### config.mk
export PLATFORM = sky130hd
export DESIGN_NAME = apb_master_fsm_flat
export DESIGN_NICKNAME = d
export VERILOG_FILES = /design/src/rtl/apb_master_fsm_if.sv /design/src/rtl/apb_master_fsm.sv /design/src/flat_wrapper.sv
export SDC_FILE = /design/constraint.sdc
export NUM_CORES = 1
export LEC_CHECK = 0
export CAP_MARGIN = 40
export CORE_MARGIN = 4
export CORE_UTILIZATION = 35
export CTS_CLUSTER_DIAMETER = 30
export DETAILED_ROUTE_END_ITERATION = 6
export GPL_TIMING_DRIVEN = 0
export PLACE_DENSITY = 0.72
export SYNTH_ARGS = -nofsm -noshare
export SYNTH_HDL_FRONTEND = slang
export SYNTH_SLANG_ARGS = --single-unit
### constraint.sdc
create_clock -name clk -period 4.4 [get_ports clk]
set_clock_uncertainty 0.15 [all_clocks]
set_input_delay 0.88 -clock clk [delete_from_list [all_inputs] [get_ports clk]]
set_output_delay 0.88 -clock clk [all_outputs]
set_load 0.02 [all_outputs]
### src/rtl/apb_master_fsm_if.sv
// apb_master_fsm_if -- command/response port plus APB bus for apb_master_fsm.
//   req_*  : valid/ready command port (write flag, byte address, write data)
//   rsp_*  : one-cycle response pulse (decode error flag, read data)
//   APB    : pselx (one-hot), penable, pwrite, paddr, pwdata, prdata
//            pready is present only when APB_PREADY_EN is defined.
// Modports: master = the FSM's view, slave = the opposite end (agent/bench).
interface apb_master_fsm_if #(
  parameter int ADDR_W = 32,
  parameter int DATA_W = 32,
  parameter int NSLV   = 4
);
  logic              req_valid;
  logic              req_ready;
  logic              req_write;
  logic [ADDR_W-1:0] req_addr;
  logic [DATA_W-1:0] req_wdata;
  logic              rsp_valid;
  logic              rsp_err;
  logic [DATA_W-1:0] rsp_rdata;
  logic [NSLV-1:0]   pselx;
  logic              penable;
  logic              pwrite;
  logic [ADDR_W-1:0] paddr;
  logic [DATA_W-1:0] pwdata;
  logic [DATA_W-1:0] prdata;
`ifdef APB_PREADY_EN
  logic              pready;

  modport master (
    input  req_valid, req_write, req_addr, req_wdata, prdata, pready,
    output req_ready, rsp_valid, rsp_err, rsp_rdata,
           pselx, penable, pwrite, paddr, pwdata
  );
  modport slave (
    output req_valid, req_write, req_addr, req_wdata, prdata, pready,
    input  req_ready, rsp_valid, rsp_err, rsp_rdata,
           pselx, penable, pwrite, paddr, pwdata
  );
`else
  modport master (
    input  req_valid, req_write, req_addr, req_wdata, prdata,
    output req_ready, rsp_valid, rsp_err, rsp_rdata,
           pselx, penable, pwrite, paddr, pwdata
  );
  modport slave (
    output req_valid, req_write, req_addr, req_wdata, prdata,
    input  req_ready, rsp_valid, rsp_err, rsp_rdata,
           pselx, penable, pwrite, paddr, pwdata
  );
`endif
endinterface

### src/rtl/apb_master_fsm.sv
// apb_master_fsm -- APB initiator with 4-way address decode.
// Turns valid/ready commands into APB SETUP/ACCESS sequences and returns a
// one-cycle response pulse (read data or decode error).
// Ports:
//   clk  : clock, all logic on posedge
//   rst  : asynchronous active-high reset
//   bus  : apb_master_fsm_if.master (command, response and APB signals)
// Decode: addr[31:28]==4'h8 selects slave addr[27:26]; anything else errors.
// Optional: `define APB_PREADY_EN adds pready wait states in ACCESS.
module apb_master_fsm #(
  parameter int ADDR_W = 32,
  parameter int DATA_W = 32,
  parameter int NSLV   = 4
) (
  input  logic              clk,
  input  logic              rst,
  apb_master_fsm_if.master  bus
);

  typedef enum logic [1:0] {IDLE, SETUP, ACCESS} state_t;

  state_t          state;
  logic            done;
  logic            accept;
  logic            dec_ok;
  logic            load;
  logic            err_pend;
  logic [NSLV-1:0] dec_sel;

  always_comb begin
    dec_sel = '0;
    dec_ok  = (bus.req_addr[ADDR_W-1 -: 4] == 4'h8);
    if (dec_ok) dec_sel[bus.req_addr[ADDR_W-5 -: 2]] = 1'b1;
  end

`ifdef APB_PREADY_EN
  assign done = bus.pready;
`else
  assign done = 1'b1;
`endif

  assign bus.req_ready = (state == IDLE) || ((state == ACCESS) && done);
  assign accept        = bus.req_valid && bus.req_ready;
  assign load          = accept && dec_ok;

  always_ff @(posedge clk or posedge rst) begin
    if (rst) begin
      state         <= IDLE;
      err_pend      <= 1'b0;
      bus.pselx     <= '0;
      bus.penable   <= 1'b0;
      bus.pwrite    <= 1'b0;
      bus.paddr     <= '0;
      bus.pwdata    <= '0;
      bus.rsp_valid <= 1'b0;
      bus.rsp_err   <= 1'b0;
      bus.rsp_rdata <= '0;
    end else begin
      bus.rsp_valid <= 1'b0;
      bus.rsp_err   <= 1'b0;
      bus.rsp_rdata <= '0;
      case (state)
        IDLE: begin
          // An error request accepted at the end of ACCESS is answered here,
          // one cycle after the completing transfer's pulse. If another error
          // arrives in this same cycle it is deferred by one more cycle.
          bus.rsp_valid <= err_pend || (accept && !dec_ok);
          bus.rsp_err   <= err_pend || (accept && !dec_ok);
          err_pend      <= err_pend && accept && !dec_ok;
          if (load) state <= SETUP;
        end
        SETUP: begin
          state       <= ACCESS;
          bus.penable <= 1'b1;
        end
        ACCESS: begin
          if (done) begin
            bus.rsp_valid <= 1'b1;
            bus.rsp_rdata <= bus.pwrite ? '0 : bus.prdata;
            bus.penable   <= 1'b0;
            if (load) begin
              state <= SETUP;
            end else begin
              state     <= IDLE;
              bus.pselx <= '0;
              err_pend  <= accept;   // accepted but not decoded
            end
          end
        end
        default: state <= IDLE;
      endcase
      // Address phase fields; pwdata only moves on writes.
      if (load) begin
        bus.pselx  <= dec_sel;
        bus.paddr  <= bus.req_addr;
        bus.pwrite <= bus.req_write;
        if (bus.req_write) bus.pwdata <= bus.req_wdata;
      end
    end
  end

endmodule
### src/flat_wrapper.sv
// flat-port wrapper written by rule: the top's interface ports become plain ports
module apb_master_fsm_flat 
#(
  parameter int ADDR_W = 32,
  parameter int DATA_W = 32,
  parameter int NSLV   = 4
)
  (clk, rst, bus_req_valid, bus_req_write, bus_req_addr, bus_req_wdata, bus_prdata, bus_req_ready, bus_rsp_valid, bus_rsp_err, bus_rsp_rdata, bus_pselx, bus_penable, bus_pwrite, bus_paddr, bus_pwdata);
  apb_master_fsm_if #(.ADDR_W(ADDR_W), .DATA_W(DATA_W), .NSLV(NSLV)) bus_i ();
  input  logic clk;
  input  logic rst;
  input wire logic [$bits(bus_i.req_valid)-1:0] bus_req_valid;
  input wire logic [$bits(bus_i.req_write)-1:0] bus_req_write;
  input wire logic [$bits(bus_i.req_addr)-1:0] bus_req_addr;
  input wire logic [$bits(bus_i.req_wdata)-1:0] bus_req_wdata;
  input wire logic [$bits(bus_i.prdata)-1:0] bus_prdata;
  output wire logic [$bits(bus_i.req_ready)-1:0] bus_req_ready;
  output wire logic [$bits(bus_i.rsp_valid)-1:0] bus_rsp_valid;
  output wire logic [$bits(bus_i.rsp_err)-1:0] bus_rsp_err;
  output wire logic [$bits(bus_i.rsp_rdata)-1:0] bus_rsp_rdata;
  output wire logic [$bits(bus_i.pselx)-1:0] bus_pselx;
  output wire logic [$bits(bus_i.penable)-1:0] bus_penable;
  output wire logic [$bits(bus_i.pwrite)-1:0] bus_pwrite;
  output wire logic [$bits(bus_i.paddr)-1:0] bus_paddr;
  output wire logic [$bits(bus_i.pwdata)-1:0] bus_pwdata;
  assign bus_i.req_valid = bus_req_valid;
  assign bus_i.req_write = bus_req_write;
  assign bus_i.req_addr = bus_req_addr;
  assign bus_i.req_wdata = bus_req_wdata;
  assign bus_i.prdata = bus_prdata;
  assign bus_req_ready = bus_i.req_ready;
  assign bus_rsp_valid = bus_i.rsp_valid;
  assign bus_rsp_err = bus_i.rsp_err;
  assign bus_rsp_rdata = bus_i.rsp_rdata;
  assign bus_pselx = bus_i.pselx;
  assign bus_penable = bus_i.penable;
  assign bus_pwrite = bus_i.pwrite;
  assign bus_paddr = bus_i.paddr;
  assign bus_pwdata = bus_i.pwdata;
  apb_master_fsm #(.ADDR_W(ADDR_W), .DATA_W(DATA_W), .NSLV(NSLV)) u_core (.clk(clk), .rst(rst), .bus(bus_i));
endmodule
### Word-level counts from Yosys, hierarchy flattened

Index checks and enable logic that the tools add are counted.

* input port bits: 100
* word-level logic and storage cells: 47
* output and inout bits: 105
* register bits after elaboration: 107

* reduce and logical (&&, ||, !) cells: 15
* $lt $le $gt $ge: 2
* eq/ne operators: 5
* muxes and demuxes: 15

Operators with widths (count)
* 32-bit 2-to-1 mux: 2
* 4-bit 2-to-1 mux: 3
* 1-bit logical AND: 6
* 1-bit one-hot mux with 2 select lines: 3
* 2-bit one-hot mux with 3 select lines: 1
* 2-bit nonzero test: 3
* 4-bit == test (second input constant): 1
* 1-bit 2-to-1 mux: 4
* 2-bit AND reduction: 2
* 2-bit by 3-bit < comparator with 1-bit output (second input constant): 1
* 1-bit demux with 2-bit select: 1
* 2-bit by 1-bit == test with 1-bit output (second input constant): 1
* 2-bit == test (second input constant): 1
* 2-bit by 1-bit greater-or-equal comparator with 1-bit output (second input constant): 1
* 2-bit zero test: 1
* 1-bit logical OR: 2
* 2-bit 2-to-1 mux: 1
* 2-bit by 1-bit inequality test with 1-bit output (second input constant): 1
* 2-bit inequality test (second input constant): 1
* 1-bit zero test: 1

### Logic depth before layout (Yosys ltp)

Gate-level depths: netlist of the first run.

* word-level depth: 6
* depth in mapped cells: 6
* mapped depth without buffers: 5

### Worst setup path after synthesis of the first run

OpenSTA, ideal clock, no wires.

* kind: in2reg
* start: input bus_req_addr[28]
* end: register u_core.bus.pwdata[0] in the netlist's numbering
* stages: 5
* required time: 4.125 ns
* arrival time: 2.265 ns
* buffers on the path: 2
* library setup time: 0.125 ns
* path slack: 1.860 ns
* cells stage by stage: or4b_1 > buf_6 > nor2_4 > buf_12 > mux2_4

* longest elaborated chain between the ends: 3

Ends and longest elaborated chain
* start: declaration: line flat_wrapper.sv:14 `input wire logic [$bits(bus_i.req_addr)-1:0] bus_req_addr;`
* 4-bit == test: line apb_master_fsm.sv:32 `dec_ok = (bus.req_addr[ADDR_W-1 -: 4] == 4'h8);`
* 1-bit logical AND: line apb_master_fsm.sv:44 `assign load = accept && dec_ok;`
* 2-bit AND reduction (no source line)
* end signal: assignment: line apb_master_fsm.sv:97 `if (bus.req_write) bus.pwdata <= bus.req_wdata;`
* end: declaration: line apb_master_fsm_if.sv:43 `pselx, penable, pwrite, paddr, pwdata`

No other way between the ends.
A chain may end at the register's enable or synchronous reset.

### Worst setup path in the final report of the first run

* start: register u_core.state[0]
* end: output bus_req_ready

* longest elaborated chain between the ends: 2
* elaborated cells on any way between the ends: 3
* those cells by class: 1 x eq/ne; 2 x reduce/logical

Ends and longest elaborated chain
* start: declaration: line apb_master_fsm.sv:22 `state_t state;`
* start signal: assignment: line apb_master_fsm.sv:48 `state <= IDLE;`
* start signal: assignment: line apb_master_fsm.sv:70 `if (load) state <= SETUP;`
* start signal: assignment: line apb_master_fsm.sv:73 `state <= ACCESS;`
* 2-bit == test / 2-bit zero test (equally long branches): line apb_master_fsm.sv:42 `assign bus.req_ready = (state == IDLE) || ((state == ACCESS) && done);`
* 1-bit logical OR *: line apb_master_fsm.sv:42
* end: declaration: line flat_wrapper.sv:17 `output wire logic [$bits(bus_i.req_ready)-1:0] bus_req_ready;`

Mark *: on every way between the ends. The rest lies on a longest branch, timed or not.

==> flow_summary.toml, run 1 <==
[run_status]
outcome = "complete, no violations"

[sta]
min_period_over_period_pct = 72.7
hold_viol = 0
slew-limit-headroom_pct = 52.7
slew_viol_final = 0
finalSetupViolations = 0
clock.fmax_mhz = 312
worst_slew_pin_slew_ns = 0.710
rsz0062_at_grt = "false"
post-route-min-period_ns = 3.20

[logic_synthesis]
syn_area_um2 = 4130
synth_warnings = 0
yosysSeqAreaShare_pct = 64.9
synth.top_cell.area_share_pct = 64.9
synth_top_area_cell = "dfrtp_1"
ys_ff_latch = 107
synthTopCellsByArea = "dfrtp_1 (65%), mux2_4 (11%), mux2_1 (8.2%)"
synth-edff-count = 0
postSynth.asyncResetShare_pct = 100
synth_fp_nets = 361
synth_cell_type_count = 26
netlist_instances = 257
syn-mean-instance-area_um2 = 16.1
synthFlopType = "dfrtp_1"

[critical_path]
cp.arrival_ns = 2.17
cp-end-kind = "primary output"
start_kind = "flip-flop"
timing.rr.end = "u_core.bus.rsp_rdata[26]$_DFF_PP0_"
ff2ff_setup_slack_ns = 2.26
r2r-start = "u_core.state[0]$_DFFE_PP0P_"
crit_required_ns = 3.37
rr_worst_depth = 6
criticalPathCategory = "reg -> out"
path_max_fanout = 10

[cells_and_area]
fin_nets = 577
multi_input_area_um2 = 1310
diodes = 0
instances_no_fill = 621
post-route-util_pct = 58.0
layout_common_cells = "clkdlybuf4s50_1 (204), dfrtp_1 (107), and2_1 (32)"
seqCellArea_um2 = 2680
nFillCells = 936
final_common_cell = "clkdlybuf4s50_1"
layout-drive-gt1-share_pct = 11.9
area_delta_synth_final_pct = 61.2

[placed_design]
hpwl_um = 7950
numPortBuffers = 204
placedCellCount = 605
place_congestion = 0.735

[hold_path]
holdCritStartpoint = "u_core.bus.paddr[31]$_DFFE_PP0N_"
min_to = "u_core.bus.paddr[31]$_DFFE_PP0N_"
whs_path_depth = 1
hold_path_class = "reg -> reg"

[floorplanning]
initial_utilization_pct = 36.0
die_h_um = 117
dieArea_um2 = 13600
dieWidth_um = 117
num_rows = 39
pin_count = 205
design.core.area_um2 = 11500

[global_route]
grt.total_usage_pct = 15.3
grt_pass1_wl_um = 15700
grt_pass1_vias = 3000
grt_max_degree = 55
antenna_found_initial = 0
overflow = 0

[cts]
cts-buffers-inserted = 9
clkSinkCount = 107
clockBufferDepth = 2
ctsHoldBuffers = 0
insertion_delay_ns = 0.34
htreeDepth = 3
clkTransAtPathRegs_ns = 0.07
postCtsResizedCells = 0
tritoncts = "yes"
cts_setup_buffers = 0
clock-root-buffer = "clkbuf_16"

[route]
dr_total_vias = 2763
ant_nets = 0
drcViolationCount = 0
initialDrtViolationCount = 119
first_pass_iters = 4
via_per_inst = 4.45
routed_wl_um = 10300
wl_per_cell_um = 16.6

[power]
p_leak_nw = 2.95
power_density_nw_per_um2 = 553
ir_worst_vdd_v = 0.000392

[run]
drv_cap = 0
## synth_stat cells (3+ instances only)
cell type  count
dfrtp_1      107
and2_1        32
mux2_1        30
mux2_4        30
inv_1          6
nand2b_1       6
mux2i_1        5
nor2b_1        5
buf_6          4
clkbuf_1       4
ha_1           4
o21ai_0        4
buf_12         3
## flip-flops by register name, indices dropped and copies added (netlist names)
name and count:
u_core.err_pend 1, u_core.bus.rsp_err 1, u_core.bus.rsp_valid 1, u_core.bus.pwdata 32, u_core.bus.penable 1, u_core.bus.rsp_rdata 32, u_core.bus.paddr 32, u_core.state 2
u_core.bus.pselx 4, u_core.bus.pwrite 1
## final cells by class
| type | instances | share of cell area [%] |
|---|---|---|
| multi-input cells | 133 | 19.6 |
| clock buffers | 12 | 3.71 |
| well taps | 143 | 2.69 |
| clock inverters | 4 | 0.395 |
| plain buffers | 11 | 1.81 |
| flip-flops and latches | 107 | 40.3 |
| inverters | 6 | 0.376 |
| repair buffers | 205 | 31.1 |
## worst max-delay path, cell delays in order, from the launching register on
cell	delay, ns
dfrtp_1	0.41
inv_1	0.10
ha_1	0.19
clkbuf_1	0.33
or2_2	0.19
clkdlybuf4s50_1	0.60
## per-layer routing
metal	vias up	GRT usage, %	wire, um
met5	-	0	0
met4	0	2.98	76
met3	6	7.25	978
met2	107	27.0	5460
met1	1361	16.9	3810
li1	1289	-	-
## how the worst max path moves through the flow
stage | startpoint | to | slack [ns] | cells past startpoint
CTS | u_core.state[0]$_DFFE_PP0P_ | bus_req_ready | 1.18 | 5
global placement | rst | u_core.bus.paddr[29]$_DFFE_PP0N_ | -0.93 | 2
detailed placement | bus_req_addr[28] | u_core.bus.pwdata[15]$_DFFE_PP0P_ | 1.34 | 6
floorplan | rst | u_core.bus.paddr[0]$_DFFE_PP0N_ | 0.55 | 1
global route | u_core.state[0]$_DFFE_PP0P_ | bus_req_ready | 1.06 | 5
finish | u_core.state[0]$_DFFE_PP0P_ | bus_req_ready | 1.20 | 5
## where the power goes
| group | internal, mW | leakage [nW] | switching, mW | total (mW) |
|---|---|---|---|---|
| clock | 0.399 | 0.133 | 0.349 | 0.748 |
| combinational | 0.815 | 1.42 | 0.702 | 1.52 |
| sequential | 1.27 | 1.40 | 0.140 | 1.41 |
## per-stage QoR
step | hold slack, ns | total power, mW | TNS, ns | worst slack [ns] | instance area (um^2)
floorplan | 0.348 | 2.17 | 0 | 0.553 | 4130
global placement | 0.302 | 2.93 | -98.85 | -0.931 | 6350
detailed placement | 0.315 | 2.97 | 0 | 1.34 | 6380
CTS | 0.331 | 3.74 | 0 | 1.18 | 6650
global route | 0.353 | 3.88 | 0 | 1.06 | 6650
finish | 0.330 | 3.68 | 0 | 1.20 | 6650
## kinds of logic (layout without fill, tap and decap cells)
logic type	Yosys count	count (layout)	share of synthesized area [%]
AND/OR/NAND/NOR	51	51	8.10
adder cells (fa/ha/maj)	4	4	1.21
multiplexers	66	66	20.6
flip-flops	107	107	64.9
AO/OA/AOI/OAI	12	12	1.73
buffers and inverters	17	238	3.46
Power figures use the tool's default switching activity.
==> run 2, diff against run 1 <==
==> constraint.sdc (replaced) <==
create_clock -name clk -period 3.05 [get_ports clk]
set_clock_uncertainty 0.15 [all_clocks]
set_input_delay 0.61 -clock clk [delete_from_list [all_inputs] [get_ports clk]]
set_output_delay 0.61 -clock clk [all_outputs]
set_load 0.02 [all_outputs]
==> run 2 against run 1 <==
- total power grew 47%
- final area increased by 0.73%
- first-iteration DRC count fell by 23%
- flip-flop and latch count is the same
- routed wire length down 1.3%
- global-route usage fell by 0.38 points
- setup slack lost 1.0 ns
- worst hold slack got worse by 0.011 ns
- critical endpoint unchanged
==> flow_summary.toml, run 2 (synthesized netlist as in run 1, its figures left out) <==
[run_status]
outcome = "complete, no violations"

[power]
ir_worst_vdd_v = 0.000669
power_frac_seq_pct = 37.9
p_leak_nw = 2.97
power_density_nw_per_um2 = 807
clock_power_share_pct = 21.7
combPwrFrac_pct = 40.4
p_total_mw = 5.40
power.switching_mw = 1.70
sw_frac_of_total_pct = 31.5
internal_power_mw = 3.70

[route]
drcViolationCount = 0
dr_total_vias = 2782
initialDrtViolationCount = 92
routed_wl_um = 10200
first_pass_iters = 4
via_per_inst = 4.47
wl_per_cell_um = 16.4
ant_nets = 0

[critical_path]
r2r-start = "u_core.state[0]$_DFFE_PP0P_"
cp_num_buf_inv = 3
cp.arrival_ns = 2.12
start_kind = "flip-flop"
ff2ff_setup_slack_ns = 0.96
path_max_fanout = 10
cp-end-kind = "primary output"
max_stage_delay_ns = 0.54
crit_family = "buffers and inverters"
cpMaxStageDelayCell = "clkdlybuf4s50_1"
crit_required_ns = 2.29
timing.rr.end = "u_core.bus.paddr[12]$_DFFE_PP0N_"
criticalPathCategory = "reg -> out"
rr_worst_depth = 6
crit_chain = "inv_1 > ha_1 > clkbuf_2 > or2_2 > clkdlybuf4s50_1"

[cts]
insertion_delay_ns = 0.35
cts-buffers-inserted = 9
tritoncts = "yes"
clkTransAtPathRegs_ns = 0.07
clkSinkCount = 107
clock-root-buffer = "clkbuf_16"
cts_setup_buffers = 0
postCtsResizedCells = 0
htreeDepth = 3
ctsHoldBuffers = 0
clockBufferDepth = 2

[sta]
clock.fmax_mhz = 348
post-route-min-period_ns = 2.88
hold-worst-slack_ns = 0.319
min_period_over_period_pct = 94.3
slew-limit-headroom_pct = 49.3
finalSetupViolations = 0
worst_slew_pin_slew_ns = 0.759
slew_viol_final = 0
hold_viol = 0
rsz0062_at_grt = "false"

[global_route]
antenna_found_initial = 0
grt_pass1_wl_um = 15300
grt.total_usage_pct = 14.9
overflow = 0
grt_max_degree = 39
grt_pass1_vias = 2974

[run]
drv_cap = 0

[cells_and_area]
fin_nets = 578
diodes = 0
final_common_cell = "clkdlybuf4s50_1"
area_delta_synth_final_pct = 62.4
layout_common_cells = "clkdlybuf4s50_1 (204), dfrtp_1 (107), and2_1 (32)"
nFillCells = 934
reg.largest.list = "u_core.bus.paddr: 32 flops, u_core.bus.pwdata: 32 flops, u_core.bus.rsp_rdata: 32 flops"
final_cell_area_um2 = 6700
layout-drive-gt1-share_pct = 12.3
seqCellArea_um2 = 2680
multi_input_area_um2 = 1310

[hold_path]
hold_path_class = "reg -> reg"
holdCritStartpoint = "u_core.bus.paddr[31]$_DFFE_PP0N_"
min_to = "u_core.bus.paddr[31]$_DFFE_PP0N_"
whs_path_depth = 1

[floorplanning]
design.core.area_um2 = 11500
initial_utilization_pct = 36.0
dieWidth_um = 117
die_h_um = 117
pin_count = 205
dieArea_um2 = 13600
num_rows = 39

[placed_design]
placed_cell_area_um2 = 6390
numPortBuffers = 204
place_congestion = 0.715
hpwl_um = 7970
-- run 2: layout make-up --
class                   instances  area share (%)
multi-input cells             133            19.5
clock inverters                 3           0.691
inverters                       6           0.392
well taps                     143            2.67
repair buffers                206            31.1
plain buffers                  11            1.81
clock buffers                  13            3.89
flip-flops and latches        107            40.0
-- run 2: how the worst max path moves through the flow --
stage,from,endpoint,cells after the start
after floorplan,bus_req_addr[28],u_core.bus.pwdata[0]$_DFFE_PP0P_,5
after global placement,rst,u_core.bus.rsp_rdata[10]$_DFF_PP0_,2
after detailed placement,bus_req_addr[28],u_core.bus.pwdata[19]$_DFFE_PP0P_,6
after CTS,u_core.state[0]$_DFFE_PP0P_,bus_req_ready,5
after global routing,u_core.state[0]$_DFFE_PP0P_,bus_req_ready,5
final,u_core.state[0]$_DFFE_PP0P_,bus_req_ready,5
-- run 2: through the flow --
| stage | utilization [%] | std cells | worst slack [ns] | TNS (ns) |
|---|---|---|---|---|
| global route | 58.4 | 622 | 0.0684 | 0 |
| finish | 58.4 | 622 | 0.174 | 0 |
| floorplan | - | 257 | 0.780 | 0 |
| CTS | 58.4 | 622 | 0.0846 | 0 |
| global placement | 55.4 | 604 | -0.0362 | -3.26 |
| detailed placement | 55.7 | 606 | 0.233 | 0 |
-- run 2: routing by layer --
layer	vias to the layer above	part of all wire [%]	routed length, um	global-route usage [%]
met3	12	12	1170	8.03
met4	0	0.98	100	3.67
li1	1289	-	-	-
met1	1365	36	3640	16.3
met2	116	52	5270	25.5
met5	-	0	0	0
-- run 2: power by group through the flow --
stage                     clock network [mW]  logic [mW]  registers (mW)
after floorplan                            0       0.575            2.56
final                                   1.17        2.18            2.05
after global routing                    1.28        2.32            2.10
after CTS                               1.22        2.22            2.05
after detailed placement                   0        2.21            2.08
after global placement                     0        2.18            2.05
==> run 3, diff against run 2 <==
--- a/config.mk
+++ b/config.mk
@@ -10,7 +10,6 @@
 export CORE_UTILIZATION = 35
 export CTS_CLUSTER_DIAMETER = 30
 export DETAILED_ROUTE_END_ITERATION = 6
-export GPL_TIMING_DRIVEN = 0
 export PLACE_DENSITY = 0.72
 export SYNTH_ARGS = -nofsm -noshare
 export SYNTH_HDL_FRONTEND = slang
==> run 3 against run 2 <==
- first-iteration DRC count increased by 6.5%
- setup slack gained 0.17 ns
- critical path type unchanged
- sequential power barely moved
==> flow_summary.toml, run 3 (synthesized netlist as in run 1, its figures left out) <==
[critical_path]
cp-end-kind = "primary output"
criticalPathCategory = "reg -> out"
path_max_fanout = 6
start_kind = "flip-flop"
crit_required_ns = 2.29
cp.arrival_ns = 1.95

[cells_and_area]
layout_common_cells = "clkdlybuf4s50_1 (204), dfrtp_1 (107), and2_1 (32)"
multi_input_area_um2 = 1310
fin_nets = 571
final_common_cell = "clkdlybuf4s50_1"
post-route-util_pct = 57.9
reg.largest.list = "u_core.bus.paddr: 32 flops, u_core.bus.pwdata: 32 flops, u_core.bus.rsp_rdata: 32 flops"
seqCellArea_um2 = 2680
instances_no_fill = 615
layout-drive-gt1-share_pct = 12.1
diodes = 0
area_delta_synth_final_pct = 61.0
final_cell_area_um2 = 6640
nFillCells = 929

[placed_design]
preCtsSetupSlack_ns = 0.233
hpwl_um = 7520
placedCellCount = 599
place_congestion = 0.730
placed_cell_area_um2 = 6310
numPortBuffers = 204

[cts]
ctsHoldBuffers = 0
postCtsResizedCells = 0
insertion_delay_ns = 0.34
clock-root-buffer = "clkbuf_16"
clkSinkCount = 107
cts_setup_buffers = 0
tritoncts = "yes"
clkTransAtPathRegs_ns = 0.07
clockBufferDepth = 2
cts-buffers-inserted = 9
htreeDepth = 3

[sta]
fin_ws_ns = 0.343
fin_setup_tns_ns = 0
clock.fmax_mhz = 369
slew_viol_final = 0
slew-limit-headroom_pct = 62.4
rsz0062_at_grt = "false"
min_period_over_period_pct = 88.8
finalSetupViolations = 0
post-route-min-period_ns = 2.71
worst_slew_pin_slew_ns = 0.560
hold_viol = 0

[power]
p_leak_nw = 2.95
power_density_nw_per_um2 = 827
ir_worst_vdd_v = 0.000637

[global_route]
grt_max_degree = 108
antenna_found_initial = 0
grt_pass1_vias = 2928
grt.total_usage_pct = 14.7
overflow = 0
grt_pass1_wl_um = 15200

[route]
first_pass_iters = 4
drcViolationCount = 0
ant_nets = 0
wl_per_cell_um = 16.3
dr_total_vias = 2738
routed_wl_um = 10000
via_per_inst = 4.45
initialDrtViolationCount = 98

[floorplanning]
initial_utilization_pct = 36.0
pin_count = 205
dieWidth_um = 117
die_h_um = 117
num_rows = 39
dieArea_um2 = 13600
design.core.area_um2 = 11500

[run_status]
outcome = "complete, no violations"

[hold_path]
hold_path_class = "reg -> reg"

[run]
drv_cap = 0
[run 3: final timing paths]
path / from / to / slack [ns] / cells after the start
max reg2reg: u_core.state[0]$_DFFE_PP0P_ / u_core.bus.paddr[0]$_DFFE_PP0N_ / 0.87 / 7
min: u_core.bus.paddr[31]$_DFFE_PP0N_ / u_core.bus.paddr[31]$_DFFE_PP0N_ / 0.33 / 1
min reg2reg: u_core.bus.paddr[31]$_DFFE_PP0N_ / u_core.bus.paddr[31]$_DFFE_PP0N_ / 0.33 / 1
max: u_core.state[0]$_DFFE_PP0P_ / bus_req_ready / 0.34 / 4
max in group asynchronous: rst / u_core.bus.pwrite$_DFFE_PP0N_ / 1.70 / 3
min in group asynchronous: rst / u_core.bus.pwdata[0]$_DFFE_PP0P_ / 0.64 / 3
[run 3: metrics by stage]
stage	hold slack (ns)	power, mW
finish	0.328	5.49
global route	0.342	5.78
CTS	0.329	5.59
detailed placement	0.309	4.29
global placement	0.299	4.23
floorplan	0.348	3.13
[run 3: power by group]
group	total, mW	leakage [nW]	internal [mW]	switching (mW)
combinational	2.18	1.39	1.18	1.01
sequential	2.05	1.40	1.84	0.210
clock	1.26	0.162	0.734	0.529
[run 3: layout make-up]
type | instances | share of cell area (%)
Clock inverter | 7 | 1.56
Sequential cell | 107 | 40.3
Timing Repair Buffer | 210 | 32.0
Multi-Input combinational cell | 133 | 19.6
Clock buffer | 9 | 3.39
Tap cell | 143 | 2.69
Inverter | 6 | 0.396
[run 3: metal layers]
metal	wire length (um)	GRT usage (%)	part of all wire, %	vias up
li1	-	-	-	1280
met2	4970	24.0	50	118
met4	213	5.73	2.1	0
met3	1070	6.74	11	18
met5	0	0	0	-
met1	3740	17.0	37	1322
[run 3: worst max-delay path, cell delays in order, from the launching register on]
cell and delay, ns:
dfrtp_1 0.41, inv_1 0.08, ha_1 0.26, or2_2 0.30, clkdlybuf4s50_1 0.55
